==> src/rtl/hamming_window_ctrl.sv <==
// hamming_window_ctrl
//   Streams one frame of WIN_LEN signed 16-bit samples through an external
//   14u x 16s combinational multiplier. Window coefficients come from a
//   1-cycle-latency ROM. Frames are started and finished with the
//   ap_start/ap_done/ap_idle/ap_ready block handshake.
//
// Ports
//   ap_clk, ap_rst_n            clock, async active-low reset
//   ap_start/done/idle/ready    block-level handshake
//   in_data/in_valid/in_ready   sample input stream
//   out_data/out_valid/out_ready windowed sample output stream
//   coef_addr/coef_ce/coef_q    window coefficient ROM port
//   mul_a/mul_b/mul_p           shared multiplier port
//
// Build option
//   HAMMING_WINDOW_CTRL_ROUND_EN : round-half-up instead of truncating the
//                                  scaled product.
module hamming_window_ctrl #(
  parameter int unsigned WIN_LEN   = 1024,
  parameter int unsigned ADDR_W    = 10,
  parameter int unsigned FRAC_BITS = 13
) (
  input  logic              ap_clk,
  input  logic              ap_rst_n,
  input  logic              ap_start,
  output logic              ap_done,
  output logic              ap_idle,
  output logic              ap_ready,
  input  logic [15:0]       in_data,
  input  logic              in_valid,
  output logic              in_ready,
  output logic [15:0]       out_data,
  output logic              out_valid,
  input  logic              out_ready,
  output logic [ADDR_W-1:0] coef_addr,
  output logic              coef_ce,
  input  logic [13:0]       coef_q,
  output logic [13:0]       mul_a,
  output logic [15:0]       mul_b,
  input  logic [29:0]       mul_p
);

  typedef enum logic [2:0] {
    S_IDLE,
    S_PREFETCH,
    S_RUN,
    S_DRAIN,
    S_DONE
  } state_e;

  state_e            state_q, state_d;
  logic [ADDR_W-1:0] idx_q, idx_d;
  logic [15:0]       out_data_q, out_data_d;
  logic              out_valid_q, out_valid_d;

  logic              accept;
  logic              last_idx;
  logic [30:0]       prod_ext;
  logic [15:0]       result_c;
  logic              unused_prod;

  // Multiplier operands are plain pass-throughs; the product comes back combinationally.
  assign mul_a = coef_q;
  assign mul_b = in_data;

  // Scale the Q1.13 product back to sample units (sign-extended to 31 bits).
`ifdef HAMMING_WINDOW_CTRL_ROUND_EN
  localparam logic [30:0] HALF_LSB = 31'(1) << (FRAC_BITS - 1);
  always_comb prod_ext = {mul_p[29], mul_p} + HALF_LSB;
`else
  always_comb prod_ext = {mul_p[29], mul_p};
`endif

  assign result_c    = prod_ext[FRAC_BITS +: 16];
  assign unused_prod = ^{prod_ext[30:FRAC_BITS+16], prod_ext[FRAC_BITS-1:0]};

  // Input is accepted only in RUN, and only when the output slot is free or draining.
  assign in_ready = (state_q == S_RUN) && (!out_valid_q || out_ready);
  assign accept   = in_valid && in_ready;
  assign last_idx = (idx_q == ADDR_W'(WIN_LEN - 1));

  assign out_data  = out_data_q;
  assign out_valid = out_valid_q;

  // State and datapath registers.
  always_ff @(posedge ap_clk or negedge ap_rst_n) begin
    if (!ap_rst_n) begin
      state_q     <= S_IDLE;
      idx_q       <= '0;
      out_data_q  <= '0;
      out_valid_q <= 1'b0;
    end else begin
      state_q     <= state_d;
      idx_q       <= idx_d;
      out_data_q  <= out_data_d;
      out_valid_q <= out_valid_d;
    end
  end

  // Next-state logic.
  always_comb begin
    state_d = state_q;
    unique case (state_q)
      S_IDLE:     if (ap_start) state_d = S_PREFETCH;
      S_PREFETCH: state_d = S_RUN;
      S_RUN:      if (accept && last_idx) state_d = S_DRAIN;
      S_DRAIN:    if (!out_valid_q || out_ready) state_d = S_DONE;
      S_DONE:     state_d = S_IDLE;
      default:    state_d = S_IDLE;
    endcase
  end

  // Outputs and datapath next values.
  always_comb begin
    idx_d       = idx_q;
    out_data_d  = out_data_q;
    out_valid_d = out_valid_q;
    coef_ce     = 1'b0;
    coef_addr   = '0;
    ap_idle     = 1'b0;
    ap_done     = 1'b0;
    ap_ready    = 1'b0;
    unique case (state_q)
      S_IDLE: begin
        ap_idle     = 1'b1;
        out_valid_d = 1'b0;
        if (ap_start) begin
          coef_ce = 1'b1;
          idx_d   = '0;
        end
      end
      S_RUN: begin
        if (accept) begin
          out_data_d  = result_c;
          out_valid_d = 1'b1;
          // Fetch the next coefficient so it lands in coef_q for the next accept.
          if (!last_idx) begin
            coef_ce   = 1'b1;
            coef_addr = idx_q + ADDR_W'(1);
            idx_d     = idx_q + ADDR_W'(1);
          end
        end else if (out_ready) begin
          out_valid_d = 1'b0;
        end
      end
      S_DRAIN: begin
        if (out_ready) out_valid_d = 1'b0;
      end
      S_DONE: begin
        ap_done     = 1'b1;
        ap_ready    = 1'b1;
        out_valid_d = 1'b0;
      end
      default: ;
    endcase
  end

endmodule

==> config.mk <==
export PLATFORM = sky130hd
export DESIGN_NAME = hamming_window_ctrl
export DESIGN_NICKNAME = d
export VERILOG_FILES = /design/src/rtl/hamming_window_ctrl.sv
export SDC_FILE = /design/constraint.sdc
export NUM_CORES = 1
export LEC_CHECK = 0
export BUFFER_PORTS_ARGS = -buffer_cell sky130_fd_sc_hd__buf_4
export CELL_PAD_IN_SITES_DETAIL_PLACEMENT = 1
export CELL_PAD_IN_SITES_GLOBAL_PLACEMENT = 1
export CORE_AREA = 4 4 101 65
export CTS_BUF_LIST = sky130_fd_sc_hd__clkbuf_4
export DETAILED_ROUTE_END_ITERATION = 12
export DIE_AREA = 0 0 105 69
export PLACE_DENSITY_LB_ADDON = 0.1
export SLEW_MARGIN = 20
export SYNTH_ARGS = -nofsm -noshare
export SYNTH_HDL_FRONTEND = slang
export SYNTH_SLANG_ARGS = --single-unit
==> constraint.sdc <==
create_clock -name ap_clk -period 2.74 [get_ports ap_clk]
set_input_delay 0.137 -clock ap_clk [delete_from_list [all_inputs] [get_ports ap_clk]]
set_output_delay 0.137 -clock ap_clk [all_outputs]
set_load 0.02 [all_outputs]
==> reports/metrics.cfg <==
[timing]
fin_skew_ns=0.00923
finalHoldViolCount=0
tightest_slew_ns=0.455
slew_violations=0
relSlewSlack_pct=69.6
timing.final.crit_share_pct=87.4
post-route-min-period_ns=2.39
setup_violations=0
tns_ns=0
max_freq_mhz=418
rsz0062_at_grt=no

[worst_setup_path]
worstReg2RegStart=state_q[0]
startpoint=idx_q[0]
cpMaxStageDelayCell=nor3b_4
endpoint=coef_ce
reg2reg_slack_ns=0.76
endpoint_kind=output port
worstSetupPathType=reg2out
r2r_cells=5
critPathBufInv=3
crit_top_cell=buf_4
cpPeakStageDelay_ns=0.47
start_kind=flop
arrival_ns=2.26
cp.depth=7
critPathRequiredTime_ns=2.60
crit_family=simple AND/OR/NAND/NOR gates
r2r-end=idx_q[0]
cp_max_fo=11
critical_path.cell_chain=ha_1, nand4_2, nor3b_4, a2bb2oi_2, buf_4, inv_1, buf_4

[cts]
cts_buffers=5
post_cts_buffers=0
cts_resized=0
cts.sinks=30
clock_latency_ns=0.33
cts-root-buf=clkbuf_4
htree_levels=2
cts_tree=yes
clk_pin_slew_ns=0.10
clockBufferDepth=2

[drt]
dr.pass1.iters=4
drt_iter0_markers=60
num_vias=1180
wl_microns=4050
routed_via_density=4.80
drc=0
post_drt_wl_per_cell_microns=16.4
ant_nets=0

[die]
die_x_microns=105
ios=127
die_y_microns=69
die-area_sq_um=7250
rows=21
initial_utilization_pct=30.5
core-area_sq_um=5520

[final_layout]
multi_input_area_sq_um=654
nets=242
fillCellCount=632
diodes=0
register_area_sq_um=751
mostFrequentLayoutCells=buf_4 (53), dfrtp_1 (30), mux2_2 (17)
final_common_cell=buf_4
layout-drive-gt1-share_pct=49.7
area_growth_pct=17.0
final_cell_area_sq_um=1970

[pwr]
seq_power_share_pct=48.9
p_per_area_nw_per_um2=591
switching_share_pct=33.1
peakVddDrop_mv=0.216
power.switching_w=0.000385
intPower_w=0.000778
power.share.combinational_pct=28.4
cellLeakagePower_nw=0.952
power_frac_clock_pct=22.7

[grt]
antenna_found_initial=0
grt_usage_pct=11.7
grt_max_degree=31
grt_pass1_vias=1327
grt_pass1_wl_microns=6760
grt_overflow=0

[yosys]
synth_edf_count=0
async_flop_share_pct=100
yosysWarnings=0
synth-seq-cells=30
ys.flop_type=dfrtp_1
synthCells=151
synth_cell_type_count=41
syn_avg_cell_area_sq_um=11.1
syn-num-nets=217
seq_area_frac_synth_pct=44.6
synth_area_sq_um=1680

[place]
numPortBuffers=52
finalWeightedCongestion=0.703
place_area_sq_um=1900
hpwl_microns=2940

[run_status]
status=completed

[job]
maxCapViolCount=0

[hold_path]
hold_path.class=in2reg

-- worst min path at each step --
stage / start / to / cells past startpoint
6_report: mul_p[18] / out_data[5] / 2
3_5_place_dp: ap_rst_n / idx_q[9] / 1
5_1_grt: mul_p[16] / out_data[3] / 2
4_1_cts: mul_p[18] / out_data[5] / 2
2_1_floorplan: ap_rst_n / idx_q[0] / 0
3_3_place_gp: ap_rst_n / out_data[2] / 1
-- area by class of cell --
class	count	share of cell area, %
clock buffer	6	2.29
multi-input combinational	81	33.2
inverter	4	0.763
timing repair buffer	54	20.7
tap	69	4.39
sequential	30	38.1
clock inverter	2	0.445
-- power groups by stage --
stage          combinational, W  sequential, W  clock (W)
2_1_floorplan          0.000215       0.000611          0
3_3_place_gp           0.000331       0.000575          0
3_5_place_dp           0.000337       0.000577          0
4_1_cts                0.000339       0.000569   0.000279
5_1_grt                0.000361       0.000580   0.000304
6_report               0.000331       0.000569   0.000264
-- registers in the layout (all words and copies together) (netlist names) --
| signal | cells |
|---|---|
| out_data | 16 |
| idx_q | 10 |
| state_q | 3 |
| out_valid | 1 |
-- repair_timing --
action / 4_1_cts / 5_1_grt
hold buffers: 1 / 0
endpoints found under the setup margin: 0 / 0
hold endpoints to repair: 30 / 0
-- cell families after synthesis --
| kind of cell | count (synthesis) | share of synthesized area [%] |
|---|---|---|
| xor gates and xnor gates | 4 | 2.08 |
| and+or+nand+nor | 36 | 14.0 |
| muxes | 17 | 11.4 |
| buffers and inverters | 40 | 16.5 |
| DFF | 30 | 44.6 |
| AOI/OAI and AO/OA | 23 | 10.7 |
| adders and majority gates | 1 | 0.743 |
-- stage by stage --
| step | setup slack (ns) | power (W) | hold WS [ns] | instances | utilization (%) |
|---|---|---|---|---|---|
| 2_1_floorplan | 0.966 | 0.000826 | -0.159 | 151 | - |
| 3_5_place_dp | 0.669 | 0.000914 | 0.109 | 237 | 34.5 |
| 5_1_grt | 0.116 | 0.00124 | 0.00413 | 246 | 35.7 |
| 3_3_place_gp | 0.730 | 0.000906 | 0.0927 | 237 | 34.5 |
| 4_1_cts | 0.286 | 0.00119 | 0.0154 | 246 | 35.7 |
| 6_report | 0.346 | 0.00116 | 0.0331 | 246 | 35.7 |
-- cells in the mapped netlist, types with 2 or more instances --
library cell | number | area, sq um
mux2_2 | 17 | 191
nand2b_1 | 2 | 12.5
o21ai_0 | 5 | 25.0
inv_1 | 4 | 15.0
a211oi_2 | 2 | 25.0
a21o_1 | 6 | 45.0
or3_1 | 2 | 12.5
xnor2_1 | 3 | 26.3
buf_2 | 3 | 15.0
and3_1 | 2 | 12.5
nor2_1 | 7 | 26.3
nand3_1 | 3 | 15.0
buf_4 | 31 | 233
nand2_1 | 4 | 15.0
nor3_1 | 5 | 25.0
dfrtp_1 | 30 | 751
-- routing by layer --
| metal | routed length [microns] | GRT usage (%) | vias up |
|---|---|---|---|
| met5 | 0 | 0 | - |
| met2 | 1830 | 17.8 | 38 |
| met1 | 1730 | 13.7 | 567 |
| li1 | - | - | 549 |
| met3 | 319 | 4.76 | 26 |
| met4 | 163 | 7.42 | 0 |
Note: power is estimated with default switching activity, not from simulation.
